**src/rtl/wb_pkg.sv**
```systemverilog
// Shared types for the register-file write-back sequencer.
package wb_pkg;

    localparam int unsigned RD_W = 5;

    typedef enum logic [1:0] {
        WB_ALU = 2'b00,
        WB_MEM = 2'b01,
        WB_PC4 = 2'b10
    } wb_src_e;

    typedef enum logic [1:0] {
        KIND_ALU  = 2'b00,
        KIND_LOAD = 2'b01,
        KIND_LINK = 2'b10,
        KIND_NOWB = 2'b11
    } issue_kind_e;

    typedef enum logic [2:0] {
        IDLE,
        WB,
        MEM_REQ,
        MEM_WAIT,
        DRAIN,
        ERR
    } wb_state_e;

    // Write-back source for instructions that complete without memory.
    function automatic wb_src_e kind_src(issue_kind_e kind);
        return (kind == KIND_LINK) ? WB_PC4 : WB_ALU;
    endfunction

endpackage

```
**src/rtl/wb_sequencer_if.sv**
```systemverilog
// Issue and data-memory handshake bundle; master is the core/memory side.
interface wb_sequencer_if;
    import wb_pkg::*;

    logic                issue_valid;
    logic                issue_ready;
    issue_kind_e         issue_kind;
    logic [RD_W-1:0]     issue_rd;
    logic                flush;
    logic                mem_req_valid;
    logic                mem_req_ready;
    logic                mem_rsp_valid;

    modport master (
        output issue_valid, issue_kind, issue_rd, flush, mem_req_ready, mem_rsp_valid,
        input  issue_ready, mem_req_valid
    );

    modport slave (
        input  issue_valid, issue_kind, issue_rd, flush, mem_req_ready, mem_rsp_valid,
        output issue_ready, mem_req_valid
    );

endinterface

```
**src/rtl/wb_timeout_ctr.sv**
```systemverilog
// Cycle counter bounding how long a load may wait for its response.
module wb_timeout_ctr #(
    parameter int unsigned TIMEOUT_CYC = 64
) (
    input  logic clk,
    input  logic rst_n,
    input  logic clear_i,
    input  logic en_i,
    output logic expired_o
);

    localparam int unsigned CW = $clog2(TIMEOUT_CYC);
    localparam logic [CW-1:0] LAST = CW'(TIMEOUT_CYC - 1);

    logic [CW-1:0] cnt_q, cnt_d;

    // Next count: clear wins, otherwise advance while enabled.
    always_comb begin
        cnt_d = cnt_q;
        if (clear_i) begin
            cnt_d = '0;
        end else if (en_i) begin
            cnt_d = cnt_q + CW'(1);
        end
    end

    // Count register.
    always_ff @(posedge clk or negedge rst_n) begin
        if (!rst_n) begin
            cnt_q <= '0;
        end else begin
            cnt_q <= cnt_d;
        end
    end

    assign expired_o = en_i && (cnt_q == LAST);

endmodule

```
**src/rtl/wb_sequencer.sv**
```systemverilog
// Write-back sequencer: one descriptor at a time, loads over valid/ready with timeout.
module wb_sequencer
    import wb_pkg::*;
#(
    parameter int unsigned TIMEOUT_CYC = 64,
    parameter int unsigned CNT_W       = 32
) (
    input  logic              clk,
    input  logic              rst_n,
    wb_sequencer_if.slave     bus,
    output logic [1:0]        RUDataWrSrc,
    output logic              RUWr,
    output logic [RD_W-1:0]   wb_rd,
    output logic              stall,
    output logic              mem_err,
    output logic [CNT_W-1:0]  wb_count
);

    wb_state_e        state_q, state_d;
    logic [RD_W-1:0]  rd_q, rd_d;
    wb_src_e          src_q, src_d;
    logic [CNT_W-1:0] cnt_q, cnt_d;
    logic             accept;
    logic             req_hs;
    logic             wr_en;
    logic             tmo_en;
    logic             tmo_expired;

    // A flush during WB kills the write and refuses a new descriptor that cycle.
    assign bus.issue_ready   = (state_q == IDLE) || ((state_q == WB) && !bus.flush);
    assign bus.mem_req_valid = (state_q == MEM_REQ);
    assign accept            = bus.issue_valid && bus.issue_ready;
    assign req_hs            = bus.mem_req_valid && bus.mem_req_ready;
    assign wr_en             = (state_q == WB) && (rd_q != '0) && !bus.flush;
    assign tmo_en            = (state_q == MEM_WAIT) || (state_q == DRAIN);

    wb_timeout_ctr #(
        .TIMEOUT_CYC (TIMEOUT_CYC)
    ) u_tmo (
        .clk       (clk),
        .rst_n     (rst_n),
        .clear_i   (!tmo_en),
        .en_i      (tmo_en),
        .expired_o (tmo_expired)
    );

    // Next-state, latched descriptor fields and commit counter.
    always_comb begin
        state_d = state_q;
        rd_d    = rd_q;
        src_d   = src_q;
        cnt_d   = wr_en ? cnt_q + CNT_W'(1) : cnt_q;
        unique case (state_q)
            IDLE, WB: begin
                state_d = IDLE;
                if (accept) begin
                    rd_d = bus.issue_rd;
                    case (bus.issue_kind)
                        KIND_ALU, KIND_LINK: begin
                            state_d = WB;
                            src_d   = kind_src(bus.issue_kind);
                        end
                        KIND_LOAD: state_d = MEM_REQ;
                        default:   state_d = IDLE;
                    endcase
                end
            end
            MEM_REQ: begin
                if (req_hs) begin
                    if (bus.mem_rsp_valid) begin
                        state_d = bus.flush ? IDLE : WB;
                        if (!bus.flush) begin
                            src_d = WB_MEM;
                        end
                    end else begin
                        state_d = bus.flush ? DRAIN : MEM_WAIT;
                    end
                end else if (bus.flush) begin
                    state_d = IDLE;
                end
            end
            MEM_WAIT: begin
                if (bus.mem_rsp_valid) begin
                    state_d = bus.flush ? IDLE : WB;
                    if (!bus.flush) begin
                        src_d = WB_MEM;
                    end
                end else if (tmo_expired) begin
                    state_d = ERR;
                end else if (bus.flush) begin
                    state_d = DRAIN;
                end
            end
            DRAIN: begin
                // Response of a killed load is swallowed; a lost one still reports.
                if (bus.mem_rsp_valid) begin
                    state_d = IDLE;
                end else if (tmo_expired) begin
                    state_d = ERR;
                end
            end
            ERR:     state_d = IDLE;
            default: state_d = IDLE;
        endcase
    end

    // State and datapath registers.
    always_ff @(posedge clk or negedge rst_n) begin
        if (!rst_n) begin
            state_q <= IDLE;
            rd_q    <= '0;
            src_q   <= WB_ALU;
            cnt_q   <= '0;
        end else begin
            state_q <= state_d;
            rd_q    <= rd_d;
            src_q   <= src_d;
            cnt_q   <= cnt_d;
        end
    end

    assign RUDataWrSrc = src_q;
    assign RUWr        = wr_en;
    assign wb_rd       = rd_q;
    assign stall       = !bus.issue_ready;
    assign mem_err     = (state_q == ERR);
    assign wb_count    = cnt_q;

endmodule

```
**src/flat_wrapper.sv**
```systemverilog
// flat-port wrapper written by rule: the top's interface ports become plain ports
module wb_sequencer_flat import wb_pkg::*;
#(
    parameter int unsigned TIMEOUT_CYC = 64,
    parameter int unsigned CNT_W       = 32
)
  (clk, rst_n, RUDataWrSrc, RUWr, wb_rd, stall, mem_err, wb_count, bus_issue_valid, bus_issue_kind, bus_issue_rd, bus_flush, bus_mem_req_ready, bus_mem_rsp_valid, bus_issue_ready, bus_mem_req_valid);
  wb_sequencer_if bus_i ();
  input  logic clk;
  input  logic rst_n;
  output logic [1:0] RUDataWrSrc;
  output logic RUWr;
  output logic [RD_W-1:0] wb_rd;
  output logic stall;
  output logic mem_err;
  output logic [CNT_W-1:0] wb_count;
  input wire logic [$bits(bus_i.issue_valid)-1:0] bus_issue_valid;
  input wire logic [$bits(bus_i.issue_kind)-1:0] bus_issue_kind;
  input wire logic [$bits(bus_i.issue_rd)-1:0] bus_issue_rd;
  input wire logic [$bits(bus_i.flush)-1:0] bus_flush;
  input wire logic [$bits(bus_i.mem_req_ready)-1:0] bus_mem_req_ready;
  input wire logic [$bits(bus_i.mem_rsp_valid)-1:0] bus_mem_rsp_valid;
  output wire logic [$bits(bus_i.issue_ready)-1:0] bus_issue_ready;
  output wire logic [$bits(bus_i.mem_req_valid)-1:0] bus_mem_req_valid;
  assign bus_i.issue_valid = bus_issue_valid;
  assign bus_i.issue_kind = bus_issue_kind;
  assign bus_i.issue_rd = bus_issue_rd;
  assign bus_i.flush = bus_flush;
  assign bus_i.mem_req_ready = bus_mem_req_ready;
  assign bus_i.mem_rsp_valid = bus_mem_rsp_valid;
  assign bus_issue_ready = bus_i.issue_ready;
  assign bus_mem_req_valid = bus_i.mem_req_valid;
  wb_sequencer #(.TIMEOUT_CYC(TIMEOUT_CYC), .CNT_W(CNT_W)) u_core (.clk(clk), .rst_n(rst_n), .bus(bus_i), .RUDataWrSrc(RUDataWrSrc), .RUWr(RUWr), .wb_rd(wb_rd), .stall(stall), .mem_err(mem_err), .wb_count(wb_count));
endmodule
```
**config.mk**
```make
export PLATFORM = sky130hd
export DESIGN_NAME = wb_sequencer_flat
export DESIGN_NICKNAME = d
export VERILOG_FILES = /design/src/rtl/wb_pkg.sv /design/src/rtl/wb_sequencer_if.sv /design/src/rtl/wb_timeout_ctr.sv /design/src/rtl/wb_sequencer.sv /design/src/flat_wrapper.sv
export SDC_FILE = /design/constraint.sdc
export NUM_CORES = 1
export LEC_CHECK = 0
export CORE_ASPECT_RATIO = 0.8
export CORE_UTILIZATION = 25
export DETAILED_ROUTE_END_ITERATION = 10
export DONT_BUFFER_PORTS = 1
export SYNTH_ARGS = -nofsm -noshare
export SYNTH_HDL_FRONTEND = slang
export SYNTH_HIERARCHICAL = 1
export SYNTH_SLANG_ARGS = --single-unit
```
**constraint.sdc**
```tcl
create_clock -name clk -period 3.33 [get_ports clk]
set_clock_uncertainty 0.1 [all_clocks]
set_input_delay 0.4995 -clock clk [delete_from_list [all_inputs] [get_ports clk]]
set_output_delay 0.4995 -clock clk [all_outputs]
set_load 0.03 [all_outputs]
```
==> results of run 1 <==
[final timing paths]
path	end	slack [ns]	cells after the start
setup / recovery	u_core/wb_count[23]	0.89	5
hold / removal	u_core/state_q[2]	0.17	1
setup reg to reg	u_core/wb_count[23]	0.89	5
hold reg to reg	u_core/u_tmo/cnt_q[4]	0.46	2
max in group asynchronous	u_core/wb_count[6]	2.28	2
min in group asynchronous	u_core/state_q[2]	0.65	2
[cells in the mapped netlist, types with 2 or more instances]
cell type / count / area (um^2)
nor2_1: 17 / 63.8
mux2_2: 5 / 56.3
nor3_2: 2 / 20.0
ha_1: 2 / 25.0
o21ai_0: 5 / 25.0
nand4_1: 9 / 56.3
o41ai_1: 2 / 17.5
nand2b_1: 3 / 18.8
nand3_1: 6 / 30.0
a22o_1: 3 / 26.3
xor2_1: 6 / 52.6
a211oi_1: 2 / 15.0
buf_6: 3 / 33.8
and3_1: 9 / 56.3
nand2_1: 14 / 52.6
and4_1: 2 / 17.5
nand3_2: 13 / 130
a21oi_1: 3 / 15.0
dfrtp_1: 48 / 1200
inv_1: 4 / 15.0
buf_4: 2 / 15.0
xnor2_1: 29 / 254
mux2i_1: 2 / 20.0
[state kept, by name, summed over array words and instances (netlist names)]
| name | flops |
|---|---|
| u_core/wb_rd | 5 |
| u_core/RUDataWrSrc | 2 |
| u_core/wb_count | 32 |
| u_core/state_q | 3 |
| u_core/u_tmo/cnt_q | 6 |
[cells by family (layout without fill, tap and decap cells)]
family,after synthesis,in the layout,synth area share
buffers and inverters,13,16,0.0341
DFF,48,48,0.504
muxes,7,7,0.0321
xor gates and xnor gates,35,35,0.129
AOI/OAI and AO/OA,19,19,0.0583
and+or+nand+nor,86,86,0.232
adders and majority gates,2,2,0.0105
[report_power, final]
group,switching [mW],total [mW],internal [mW]
Sequential,0.153,0.779,0.626
Clock,0.203,0.476,0.273
Combinational,0.0809,0.146,0.0656
Total,0.436,1.40,0.965
[final cells by class]
cell class | instances | area (um^2) | share of cell area
clock buffer | 6 | 129 | 0.0487
clock inverter | 1 | 5.00 | 0.00189
inverter | 5 | 18.8 | 0.00709
multi-input combinational | 149 | 1100 | 0.415
sequential | 48 | 1200 | 0.453
tap | 115 | 144 | 0.0543
timing repair buffer | 4 | 52.6 | 0.0198
[worst reg2reg max path: stages, from the launching register on]
cell,delay [ns]
dfrtp_1,0.62
and4_4,0.32
nand4_1,0.18
nor3_2,0.71
nand4_1,0.21
xnor2_1,0.16
[repair_timing]
item	in CTS	in global routing
setup endpoints to repair	0	0
hold buffers	2	0
hold endpoints to repair	48	0
[layer usage]
metal,GRT usage,part of all wire
met1,0.130,0.47
met2,0.153,0.42
met3,0.0610,0.098
met4,0.0283,0.0040
met5,0,0
==> results.cfg, run 1 <==
[outcome]
outcome = finished, violations left
violations = DRC

[finish]
final_common_cell = dfrtp_1
drive_gt1_frac = 0.178
final_area_mm2 = 0.00265
syn2layout_area_growth_pct = 11.2
fin_util = 0.289
fill_cells = 941
layout_common_cells = dfrtp_1, xnor2_1, nor2_1
final_cells = 328
diodes = 0
fin_nets = 228

[setup_path]
crit_fanout = 11
r2r_start = u_core/wb_count[2]
end_kind = register
slowest_stage = nor3_2
start_kind = register
path_cells = and4_4, nand4_1, nor3_2, nand4_1, xnor2_1
critical_path.startpoint = u_core/wb_count[2]
slowest_delay_ns = 0.71
worstPathBufferInverterCount = 0
crit_required_ns = 3.38
critPathKind = register to register
cp.arrival_ns = 2.49
path_common_cell = nand4_1
path_delay_family = simple AND/OR/NAND/NOR gates

[sta]
finalMaxSlewViolations = 0
hold_viol = 0
maxSlewHeadroom = 0.457
setup_viol = 0
fin_crit_sh = 0.732
post-route-min-period_ns = 2.44
rsz0062_at_grt = false
setup_tns_ns = 0
holdWs_ns = 0.172
max_clock_freq_ghz = 0.410
tightest_slew_ns = 0.811
worst_slack_ns = 0.894

[place]
dp_hpwl_mm = 3.45
post-place-ws_ns = 0.852
io_buffers = 0
place_area_mm2 = 0.00248
dp.cells = 319
gp_congestion = 0.820

[synth]
syn_nets = 225
syn_area_mm2 = 0.00238
yosysUniqueCellTypes = 42
synth_ff_type = dfrtp_1
ys_warn_count = 6
ys_seq_area_frac = 0.504
async_reset_ff_frac = 1.00
ys_ff_latch = 48
avgSynthCellArea_um2 = 11.3
synth_edf_count = 0
synthCells = 210

[power_and_ir_drop]
pwr_density_cell_mw_per_mm2 = 529
power.total_mw = 1.40
leakage_nw = 1.09
ir_drop_mv = 0.305

[drt]
drc = 10
wl_per_cell_um = 14.6
vias = 1532
drt-total-wl_mm = 4.78
first_iter_violations = 66
firstDrtPassIters = 7
viasPerCell = 4.67
drtAntennaViolNets = 0

[global_route]
grt_first_pass_wirelength_mm = 7.98
grt_usage = 0.104
grt_max_degree = 49
grt_antenna_before_repair = 0
grt_pass1_vias = 1536
overflow = 0

[clock_network]
cts_sinks = 48
clock_latency_ns = 0.28
clk_path_buf_depth = 2
numCtsBuffers = 5
cts_tree = yes
path_clk_slew_ns = 0.06
htreeDepth = 2
cts_setup_buffers = 0
cts_root_buf = clkbuf_16
cts_resized = 0

[die]
ios = 57
dieHeight_um = 89.3
die_w_um = 111
fp.dieArea_mm2 = 0.00992
fp-row-count = 31
core_area_mm2 = 0.00915
initial_core_util = 0.260

[job]
cap_violations = 0

[min_path]
worstHoldStart = bus_mem_rsp_valid
hp-class = input port to register
Power figures use the tool's default switching activity.
==> run 2: changes to the inputs <==
==> constraint.sdc (replaced) <==
create_clock -name clk -period 2.1 [get_ports clk]
set_clock_uncertainty 0.1 [all_clocks]
set_input_delay 0.315 -clock clk [delete_from_list [all_inputs] [get_ports clk]]
set_output_delay 0.315 -clock clk [all_outputs]
set_load 0.03 [all_outputs]
==> run 2 against run 1 <==
The run still ends with DRC left. Utilization grew 4.2 points. Hold slack lost 0.10 ns. Final area grew 14%. Total power grew 73%. Wire length grew 5.5%. Die area is the same. Highest routed layer unchanged.
==> results.cfg, run 2 (synthesized netlist as in run 1, its figures left out) <==
[die]
initial_core_util = 0.260
die_w_um = 111
ios = 57
dieHeight_um = 89.3
core_area_mm2 = 0.00915
fp.dieArea_mm2 = 0.00992
fp-row-count = 31

[finish]
largest_reg_flops = 32
final_common_cell = dfrtp_1
diodes = 0
drive_gt1_frac = 0.315
layout_common_cells = dfrtp_1, buf_4, xnor2_1
syn2layout_area_growth_pct = 27.2
final_cells = 369
fill_cells = 935
fin_nets = 269

[outcome]
outcome = finished, violations left
violations = DRC

[min_path]
hp-class = input port to register

[drt]
viasPerCell = 4.57
firstDrtPassIters = 7
drt-total-wl_mm = 5.04
first_iter_violations = 55
drc = 5
vias = 1685
drtAntennaViolNets = 0
wl_per_cell_um = 13.7

[place]
gp_congestion = 0.776
post-place-ws_ns = -0.0612
dp.cells = 357
io_buffers = 0
dp_hpwl_mm = 3.71

[global_route]
grt_first_pass_wirelength_mm = 8.63
grt_max_degree = 49
grt_pass1_vias = 1743
grt_usage = 0.112
grt_antenna_before_repair = 0
overflow = 0

[job]
cap_violations = 0

[setup_path]
r2r_start = u_core/state_q[2]
critical_path.startpoint = u_core/wb_rd[4]
r2r_cells = 8
start_kind = register
end_kind = output pin
critPathKind = register to output pin
r2r-end = u_core/wb_count[26]
setup.worst_path.end = RUWr
path_cells = or4_4, o21ai_4, buf_6, inv_6
cp.arrival_ns = 1.62
slowest_delay_ns = 0.55
rrSetupSlack_ns = 0.12
crit_fanout = 4
slowest_stage = or4_4
crit_required_ns = 1.68

[clock_network]
cts_sinks = 48
clock_latency_ns = 0.28
path_clk_slew_ns = 0.06
clk_path_buf_depth = 2
cts_tree = yes
htreeDepth = 2
cts_root_buf = clkbuf_16
numCtsBuffers = 5

[power_and_ir_drop]
leakage_nw = 1.35
ir_drop_mv = 0.484
pwr_density_cell_mw_per_mm2 = 798

[sta]
finalMaxSlewViolations = 0
fin_crit_sh = 0.969
maxSlewHeadroom = 0.653
setup_viol = 0
rsz0062_at_grt = false
post-route-min-period_ns = 2.04
max_clock_freq_ghz = 0.491
hold_viol = 0
tightest_slew_ns = 0.519
worst_slack_ns = 0.0647
[run 2: cell types whose count changed in the layout (fill, tap and decap cells not counted)]
cell	previous run	this run
a211oi_2	0	1
buf_12	0	2
buf_4	2	39
a211oi_1	2	1
nor3_4	0	2
clkbuf_8	0	2
clkbuf_1	1	0
nor3_2	2	0
inv_2	1	0
clkinv_2	1	0
dlygate4sd3_1	1	2
inv_6	0	1
buf_6	0	1
[run 2: metal layers]
metal,track usage,up-vias,part of all wire
met3,0.0522,4,0.090
li1,-,821,-
met4,0.0258,0,0.0057
met5,0,-,0
met2,0.176,52,0.45
met1,0.142,808,0.45
[run 2: final cells by class]
type                    count  area [um^2]  area share
well taps                 115          144      0.0475
multi-input cells         149         1120       0.368
flip-flops and latches     48         1200       0.397
clock buffers               7          153      0.0504
inverters                   5         23.8     0.00785
repair buffers             45          392       0.129
[run 2: per-stage QoR]
stage / util / area (um^2) / hold WS (ns) / power, mW / setup TNS (ns)
global route: 0.331 / 3030 / 0.0608 / 2.55 / 0
CTS: 0.326 / 2990 / 0.0591 / 2.44 / 0
global placement: 0.304 / 2780 / -0.0782 / 1.57 / -0.0597
finish: 0.331 / 3030 / 0.0690 / 2.42 / 0
detailed placement: 0.304 / 2780 / -0.0784 / 1.57 / -0.132
floorplan: - / 2390 / -0.0806 / 1.42 / 0
[run 2: repair_timing]
item / in CTS / in global routing
endpoints found under the setup margin: 7 / 1
pin swaps: 0 / 2
gates resized for setup: 1 / 4
hold endpoints to repair: 49 / 0
gates cloned: 0 / 0
setup buffers: 0 / 2
hold buffers: 3 / 0
[run 2: worst min path at each step]
stage	endpoint	start	cells past startpoint
detailed placement	u_core/wb_count[31]	rst_n	0
global route	u_core/RUDataWrSrc[1]	bus_issue_kind[1]	1
floorplan	u_core/RUDataWrSrc[0]	rst_n	0
global placement	u_core/wb_count[31]	rst_n	0
CTS	u_core/RUDataWrSrc[1]	bus_issue_kind[1]	1
finish	u_core/RUDataWrSrc[1]	bus_issue_kind[1]	1
[run 2: where the power goes]
part	leakage, nW	internal (mW)	total, mW	switching [mW]
registers	0.650	0.996	1.06	0.0600
logic	0.626	0.205	0.540	0.336
clock network	0.0760	0.500	0.822	0.322
total	1.35	1.70	2.42	0.717
[run 2: critical path: cells and delay by family, from the launching register on]
kind	cells	cell delay [ns]
AO/OA/AOI/OAI	1	0.20
AND/OR/NAND/NOR	1	0.55
buffers and inverters	2	0.21
flip-flops	1	0.37
